$ cat config.mk
export PLATFORM = sky130hd
export DESIGN_NAME = fp_mult_arbiter
export DESIGN_NICKNAME = d
export VERILOG_FILES = /design/src/rtl/fp_arb_pkg.sv /design/src/rtl/fp_result_fifo.sv /design/src/rtl/fp_mult_arbiter.sv
export SDC_FILE = /design/constraint.sdc
export NUM_CORES = 1
export LEC_CHECK = 0
export BUFFER_PORTS_ARGS = -buffer_cell sky130_fd_sc_hd__buf_2
export CELL_PAD_IN_SITES_DETAIL_PLACEMENT = 1
export CELL_PAD_IN_SITES_GLOBAL_PLACEMENT = 1
export CORE_MARGIN = 2
export CORE_UTILIZATION = 51
export DETAILED_ROUTE_END_ITERATION = 16
export PLACE_DENSITY_LB_ADDON = 0.2
export SLEW_MARGIN = 15
export SYNTH_ARGS = -nofsm -noshare
export SYNTH_HDL_FRONTEND = slang
export SYNTH_HIERARCHICAL = 1
export SYNTH_SLANG_ARGS = --single-unit
$ cat constraint.sdc
create_clock -name clk -period 7.7 [get_ports clk]
set_input_delay 1.54 -clock clk [delete_from_list [all_inputs] [get_ports clk]]
set_output_delay 1.54 -clock clk [all_outputs]
set_load 0.05 [all_outputs]
$ cat src/rtl/fp_arb_pkg.sv
// Shared types and helpers for the float32 multiplier arbiter.
package fp_arb_pkg;

    localparam int unsigned C_FP_DWIDTH = 32;
    localparam int unsigned C_MAX_REQ   = 8;
    localparam int unsigned C_PICK_W    = 3;

    typedef logic [C_FP_DWIDTH-1:0] float_t;

    // Result of a round-robin search: whether anyone won, and who.
    typedef struct packed {
        logic                found;
        logic [C_PICK_W-1:0] id;
    } rr_pick_t;

    // Width of a requester id; never narrower than one bit.
    function automatic int unsigned id_width(input int unsigned n);
        return (n > 1) ? $clog2(n) : 1;
    endfunction

    // First eligible requester at or after ptr, wrapping modulo n.
    function automatic rr_pick_t rr_pick(input logic [C_MAX_REQ-1:0] elig,
                                         input logic [C_PICK_W-1:0]  ptr,
                                         input int unsigned          n);
        rr_pick_t    r;
        int unsigned idx;
        r = '0;
        for (int unsigned k = 0; k < C_MAX_REQ; k++) begin
            idx = 32'(ptr) + k;
            if (idx >= n) begin
                idx = idx - n;
            end
            if ((k < n) && !r.found && elig[idx[C_PICK_W-1:0]]) begin
                r.found = 1'b1;
                r.id    = C_PICK_W'(idx);
            end
        end
        return r;
    endfunction

endpackage

$ cat src/rtl/fp_result_fifo.sv
// Per-requester result FIFO: registered write, first-word-fallthrough read.
module fp_result_fifo
    import fp_arb_pkg::*;
#(
    parameter int unsigned G_DEPTH = 8
) (
    input  logic                     clk,
    input  logic                     clear_i,
    input  logic                     wr_en_i,
    input  float_t                   wr_data_i,
    input  logic                     rd_en_i,
    output float_t                   rd_data_o,
    output logic [$clog2(G_DEPTH):0] count_o
);

    localparam int unsigned AW = $clog2(G_DEPTH);
    localparam int unsigned CW = AW + 1;

    float_t          mem_q [G_DEPTH];
    logic [AW-1:0]   wr_ptr_q, wr_ptr_d;
    logic [AW-1:0]   rd_ptr_q, rd_ptr_d;
    logic [CW-1:0]   count_q, count_d;
    logic            do_wr_c, do_rd_c;

    // Accept/advance decisions; a write into a full FIFO is only taken alongside a pop.
    always_comb begin
        do_rd_c  = rd_en_i & (count_q != '0);
        do_wr_c  = wr_en_i & ((count_q != CW'(G_DEPTH)) | do_rd_c);
        wr_ptr_d = wr_ptr_q;
        rd_ptr_d = rd_ptr_q;
        count_d  = count_q;
        if (do_wr_c) begin
            wr_ptr_d = wr_ptr_q + AW'(1);
        end
        if (do_rd_c) begin
            rd_ptr_d = rd_ptr_q + AW'(1);
        end
        case ({do_wr_c, do_rd_c})
            2'b10:   count_d = count_q + CW'(1);
            2'b01:   count_d = count_q - CW'(1);
            default: count_d = count_q;
        endcase
    end

    // Pointer and occupancy registers.
    always_ff @(posedge clk) begin
        if (clear_i) begin
            wr_ptr_q <= '0;
            rd_ptr_q <= '0;
            count_q  <= '0;
        end else begin
            wr_ptr_q <= wr_ptr_d;
            rd_ptr_q <= rd_ptr_d;
            count_q  <= count_d;
        end
    end

    // Storage array; contents are don't-care until counted.
    always_ff @(posedge clk) begin
        if (do_wr_c) begin
            mem_q[wr_ptr_q] <= wr_data_i;
        end
    end

    assign rd_data_o = mem_q[rd_ptr_q];
    assign count_o   = count_q;

endmodule

$ cat src/rtl/fp_mult_arbiter.sv
// Round-robin, credit-gated sharing of one fixed-latency float32 multiplier.
module fp_mult_arbiter
    import fp_arb_pkg::*;
#(
    parameter int unsigned G_NUM_REQ      = 4,
    parameter int unsigned G_MULT_LATENCY = 6,
    parameter int unsigned G_FIFO_DEPTH   = 8
) (
    input  logic                             clk,
    input  logic                             reset,
    input  logic                             enable,
    input  logic [G_NUM_REQ*C_FP_DWIDTH-1:0] req_din1,
    input  logic [G_NUM_REQ*C_FP_DWIDTH-1:0] req_din2,
    input  logic [G_NUM_REQ-1:0]             req_valid,
    output logic [G_NUM_REQ-1:0]             req_ready,
    output logic [G_NUM_REQ*C_FP_DWIDTH-1:0] rsp_dout,
    output logic [G_NUM_REQ-1:0]             rsp_valid,
    input  logic [G_NUM_REQ-1:0]             rsp_ready,
    output float_t                           mult_din1,
    output float_t                           mult_din2,
    output logic                             mult_din_valid,
    input  float_t                           mult_dout,
    input  logic                             mult_dout_valid,
    output logic                             tag_err
);

    localparam int unsigned ID_W  = id_width(G_NUM_REQ);
    localparam int unsigned CNT_W = $clog2(G_FIFO_DEPTH) + 1;
    localparam int unsigned SUP_W = $clog2(G_MULT_LATENCY + 1);

    typedef logic [ID_W-1:0] req_id_t;

    typedef struct packed {
        logic    valid;
        req_id_t id;
    } tag_t;

    logic                 clear_c, active_c;
    logic [G_NUM_REQ-1:0] elig_c, grant_c, pop_c, wr_sel_c;
    rr_pick_t             pick_c;
    req_id_t              grant_id_c;
    req_id_t              rr_q, rr_d;
    float_t               din1_q, din1_d, din2_q, din2_d;
    tag_t                 tag_pipe_q [G_MULT_LATENCY+1];
    tag_t                 tag_pipe_d [G_MULT_LATENCY+1];
    tag_t                 tag_out_c;
    logic [CNT_W-1:0]     credit_q [G_NUM_REQ];
    logic [CNT_W-1:0]     credit_d [G_NUM_REQ];
    logic [CNT_W-1:0]     fifo_count [G_NUM_REQ];
    logic [SUP_W-1:0]     sup_q, sup_d;
    logic                 tag_err_q, tag_err_d;
    logic                 wr_en_c, mismatch_c;

    // Eligibility and round-robin grant; at most one requester wins per cycle.
    always_comb begin
        clear_c  = reset | ~enable;
        active_c = ~clear_c;
        for (int i = 0; i < G_NUM_REQ; i++) begin
            elig_c[i] = active_c & req_valid[i] & (credit_q[i] != '0);
        end
        pick_c     = rr_pick(C_MAX_REQ'(elig_c), C_PICK_W'(rr_q), G_NUM_REQ);
        grant_id_c = ID_W'(pick_c.id);
        for (int i = 0; i < G_NUM_REQ; i++) begin
            grant_c[i] = pick_c.found & (pick_c.id == C_PICK_W'(i));
        end
    end

    assign req_ready = grant_c;

    // Issue stage and tag shift register; stage 0 travels with mult_din_valid.
    always_comb begin
        din1_d = din1_q;
        din2_d = din2_q;
        rr_d   = rr_q;
        tag_pipe_d[0]       = tag_pipe_q[0];
        tag_pipe_d[0].valid = 1'b0;
        for (int k = 1; k <= G_MULT_LATENCY; k++) begin
            tag_pipe_d[k] = tag_pipe_q[k-1];
        end
        if (pick_c.found) begin
            din1_d              = req_din1[grant_id_c*C_FP_DWIDTH +: C_FP_DWIDTH];
            din2_d              = req_din2[grant_id_c*C_FP_DWIDTH +: C_FP_DWIDTH];
            tag_pipe_d[0].valid = 1'b1;
            tag_pipe_d[0].id    = grant_id_c;
            rr_d = (grant_id_c == ID_W'(G_NUM_REQ - 1)) ? '0 : ID_W'(grant_id_c + ID_W'(1));
        end
    end

    // Writeback routing and tag/result consistency check, masked right after a clear.
    always_comb begin
        tag_out_c  = tag_pipe_q[G_MULT_LATENCY];
        wr_en_c    = active_c & mult_dout_valid & tag_out_c.valid;
        mismatch_c = active_c & (sup_q == '0) & (mult_dout_valid ^ tag_out_c.valid);
        tag_err_d  = tag_err_q | mismatch_c;
        sup_d      = (sup_q != '0) ? SUP_W'(sup_q - SUP_W'(1)) : '0;
        for (int i = 0; i < G_NUM_REQ; i++) begin
            wr_sel_c[i] = wr_en_c & (tag_out_c.id == ID_W'(i));
        end
    end

    // Result visibility, pops and credit bookkeeping.
    always_comb begin
        for (int i = 0; i < G_NUM_REQ; i++) begin
            rsp_valid[i] = active_c & (fifo_count[i] != '0);
            pop_c[i]     = rsp_valid[i] & rsp_ready[i];
            case ({grant_c[i], pop_c[i]})
                2'b10:   credit_d[i] = credit_q[i] - CNT_W'(1);
                2'b01:   credit_d[i] = credit_q[i] + CNT_W'(1);
                default: credit_d[i] = credit_q[i];
            endcase
        end
    end

    // Arbiter state registers; reset and enable=0 clear identically.
    always_ff @(posedge clk) begin
        if (clear_c) begin
            rr_q      <= '0;
            din1_q    <= '0;
            din2_q    <= '0;
            sup_q     <= SUP_W'(G_MULT_LATENCY);
            tag_err_q <= 1'b0;
            for (int k = 0; k <= G_MULT_LATENCY; k++) begin
                tag_pipe_q[k] <= '0;
            end
            for (int i = 0; i < G_NUM_REQ; i++) begin
                credit_q[i] <= CNT_W'(G_FIFO_DEPTH);
            end
        end else begin
            rr_q      <= rr_d;
            din1_q    <= din1_d;
            din2_q    <= din2_d;
            sup_q     <= sup_d;
            tag_err_q <= tag_err_d;
            for (int k = 0; k <= G_MULT_LATENCY; k++) begin
                tag_pipe_q[k] <= tag_pipe_d[k];
            end
            for (int i = 0; i < G_NUM_REQ; i++) begin
                credit_q[i] <= credit_d[i];
            end
        end
    end

    // One result FIFO per requester.
    for (genvar i = 0; i < G_NUM_REQ; i++) begin : g_fifo
        fp_result_fifo #(
            .G_DEPTH (G_FIFO_DEPTH)
        ) u_fifo (
            .clk       (clk),
            .clear_i   (clear_c),
            .wr_en_i   (wr_sel_c[i]),
            .wr_data_i (mult_dout),
            .rd_en_i   (pop_c[i]),
            .rd_data_o (rsp_dout[i*C_FP_DWIDTH +: C_FP_DWIDTH]),
            .count_o   (fifo_count[i])
        );
    end

    assign mult_din1      = din1_q;
    assign mult_din2      = din2_q;
    assign mult_din_valid = tag_pipe_q[0].valid;
    assign tag_err        = tag_err_q;

endmodule

==> reports/results.tsv <==
stage	metric	value	unit
status	status	finished, final reports clean	
logic_synthesis	syn_area_per_cell	18.2	µm²
routing	Avg WL per Cell	28.2	µm
timing	RSZ-0062 raised after global routing	no	
clock_network	CTS Hold Bufs	0	
die	total die area	99300	µm²
timing	worst slew pin tran	1.19	ns
logic_synthesis	post-synthesis xor/xnor area fraction	0.745	%
timing	worst rel slew slack	20.4	%
timing	Slew Viols, Final	0	
power	maximum VDD drop	0.000219	V
setup_path	crit path from	rr_q[0]	
logic_synthesis	EDFF count, synth	1024	
clock_network	Clock Sinks	1183	
logic_synthesis	Yosys cell types	66	
routing	final antenna-violating net count	0	
die	core box area	96300	µm²
timing	fin crit share	84.4	%
setup_path	CP endpoint	req_ready[1]	
routing	Vias per Instance	6.08	
setup_path	crit path max fanout	73	
routing	DRC viols	0	
placement	number of port buffers	501	
setup_path	worst path arrival time	4.96	ns
logic_synthesis	Yosys reg bits	1183	
global_routing	vias in the first global route	30400	
setup_path	Worst Setup Path Type	reg -> out	
logic_synthesis	largest family of logic cells by synthesized area	multiplexers	
logic_synthesis	Compound-Gate Fraction of Synth Area	6.78	%
setup_path	CP top delay family	buffers and inverters	
setup_path	Critical R2R Launch	rr_q[0]	
logic_synthesis	top cell type's share of synthesized area	62.3	%
logic_synthesis	sequential area share after synthesis	68.7	%
global_routing	initial antenna violation count	12	
final_layout	Area growth syn-to-layout	16.8	%
timing	Final TNS setup	0	ns
clock_network	Clock transition at path regs	0.06	ns
clock_network	H-tree levels	3	
logic_synthesis	Synth Flop Type	edfxtp_1	
clock_network	clock root buffer	clkbuf_16	
logic_synthesis	Adder-Cell Fraction of Synth Area	1.31	%
logic_synthesis	ranking of synthesized cells by area	edfxtp_1 (62%), mux4_2 (12%), dfxtp_1 (6.4%)	
routing	DRT iter0 DRCs	2239	
setup_path	worst-path cell chain	buf_4 > inv_2 > buf_4 > ha_1 > o221ai_1 > o211ai_1 > o31ai_2 > nor2_2 > buf_4 > inv_1 > ha_1 > nand2_1 > inv_1 > buf_2	
run	Max Cap Violations	0	
logic_synthesis	Synth Warn #	6	
setup_path	slowest CP cell	nor2_2	
routing	Post-Route WL	130000	µm
routing	drt first pass iters	5	
power	pwr dens	249	nW/µm²
timing	Achievable Freq	154	MHz
timing	Final Hold Viols	0	
power	leakage power	19.4	nW
routing	DR vias	28000	
timing	final worst slack	1.20	ns
timing	fin crit period	6.50	ns
logic_synthesis	Simple-Gate Fraction of Synth Area	2.53	%
global_routing	global-route wire length before repair	193000	µm
power	total chip power	14.4	mW
logic_synthesis	Synth async-reset ratio	0	%
clock_network	CTS Buf Count	117	
final_layout	fin nets	3564	
clock_network	Clock Latency Late Sink	0.70	ns
setup_path	Setup crit end kind	output port	
placement	Post-DP HPWL	79100	µm
die	row count	114	
setup_path	worst endpoint required time	6.16	ns
timing	Setup Viol. Count Final	0	
global_routing	largest net degree at the start of global routing	74	
setup_path	CP most frequent cell	buf_4	
setup_path	Worst setup SP type	register	
clock_network	CTS tree	done	
logic_synthesis	top cell type by total area after synthesis	edfxtp_1	
logic_synthesis	cells after synthesis	2710	
setup_path	Worst Path Buf+Inv	7	
clock_network	Post-CTS Setup Inserts	0	
die	Starting Density	51.3	%
logic_synthesis	Cell Area, Synth	49400	µm²
placement	Setup WS pre-CTS	1.62	ns
clock_network	post-CTS sizing	0	
global_routing	grt ovf	0	
logic_synthesis	commonest cells in the netlist	edfxtp_1 (1024), mux4_2 (256), mux2_2 (193)	
hold_path	Hold Crit Class	reg -> reg	
setup_path	CP Depth	14	
logic_synthesis	mux contribution to synthesized area	18.0	%
timing	Min Hold Slack	0.417	ns
setup_path	R2R cell count	20	
timing	Clock Skew	0.0371	ns
logic_synthesis	top-count cell post-synth	edfxtp_1	
die	I/O pin count	502	
placement	Final Wtd Congestion	0.818	
final_layout	share of cells above drive strength 1	38.8	%
clock_network	Clock Path Buffers	3	
die	chip width	315	µm
die	die extent in y	315	µm
logic_synthesis	syn nets	3057	
global_routing	GRT Resource Usage Total	26.1	%
setup_path	CP peak stage delay	0.61	ns
setup_path	R2R Setup Slk	2.21	ns
setup_path	FF-to-FF End	credit_q[1][3]	
==> layer usage <==
metal / share of wire [%] / global-route usage (%) / routed length (µm) / vias up
li1: - / - / - / 12100
met1: 40 / 34.0 / 52200 / 14700
met2: 51 / 45.1 / 66300 / 930
met3: 5.8 / 4.57 / 7550 / 183
met4: 2.7 / 7.44 / 3490 / 8
met5: 0.042 / 0 / 54 / -
==> cells by family after synthesis <==
logic type      after synthesis
compound gates              448
xor+xnor                     42
fa+ha+maj                    47
buf+inv                     210
flops                      1183
mux                         540
simple gates                240
==> how the worst min path moves through the flow <==
stage,startpoint,cells after the start,slack [ns],to
2_1_floorplan,tag_pipe_q[0][7],1,0.41,tag_pipe_q[0][10]
3_3_place_gp,tag_pipe_q[0][15],1,0.41,tag_pipe_q[0][18]
3_5_place_dp,tag_pipe_q[0][8],1,0.41,tag_pipe_q[0][11]
4_1_cts,tag_pipe_q[0][11],1,0.41,tag_pipe_q[0][14]
5_1_grt,tag_pipe_q[0][15],1,0.44,tag_pipe_q[0][18]
6_report,tag_pipe_q[0][11],1,0.42,tag_pipe_q[0][14]
==> through the flow <==
| step | area (µm²) | instances | utilization, % |
|---|---|---|---|
| 4_1_cts | 57600 | 4593 | 59.8 |
| 3_5_place_dp | 53400 | 4371 | 55.5 |
| 5_1_grt | 57700 | 4597 | 59.9 |
| 3_3_place_gp | 53400 | 4371 | 55.5 |
| 2_1_floorplan | 49400 | 2710 | - |
| 6_report | 57700 | 4603 | 59.9 |
==> power breakdown <==
group	switching, mW	internal [mW]
Sequential	0.0588	7.04
Clock	2.47	3.70
Combinational	0.793	0.324
==> flip-flops by register name (all words and copies together) (netlist names), named ones only <==
| name | flops |
|---|---|
| tag_pipe_q | 21 |
| g_fifo.u_fifo/wr_ptr_q | 12 |
| mult_din1 | 32 |
| credit_q | 16 |
| g_fifo.u_fifo/rd_ptr_q | 12 |
| mult_din2 | 32 |
| sup_q | 3 |
| rr_q | 2 |
| g_fifo.u_fifo/mem_q | 1024 |
| g_fifo.u_fifo/count_o | 16 |
| tag_err | 1 |
==> area by class of cell <==
cell class,instances,area (µm²)
multi-input cells,1317,14800
fillers,8551,38600
clock inverters,82,1120
clock buffers,140,3090
well taps,1276,1600
repair buffers,564,3030
diodes,7,17.5
flip-flops and latches,1183,34000
inverters,34,128
==> placed cells by master, fill, tap and decap left out, drive strengths merged, types with 4 or more instances in the layout <==
master	instances
a22oi	32
xnor2	21
buf	564
nor2	90
o21ai	76
o41ai	6
nand2b	11
a21oi	52
and3	32
dfxtp	159
bufinv	25
inv	38
a221o	33
edfxtp	1024
a21o	11
or2	8
or3	8
nand3	5
o211a	4
mux2i	87
o311ai	5
a221oi	34
clkinv	46
mux4	256
nor3	22
diode	7
ha	39
a21boi	31
and2	25
nand2	18
fa	8
and2b	4
or2b	4
o211ai	109
nor4	9
clkbuf	140
clkinvlp	7
xor2	21
a211oi	38
mux2	197
Note: power is estimated with default switching activity, not from simulation.
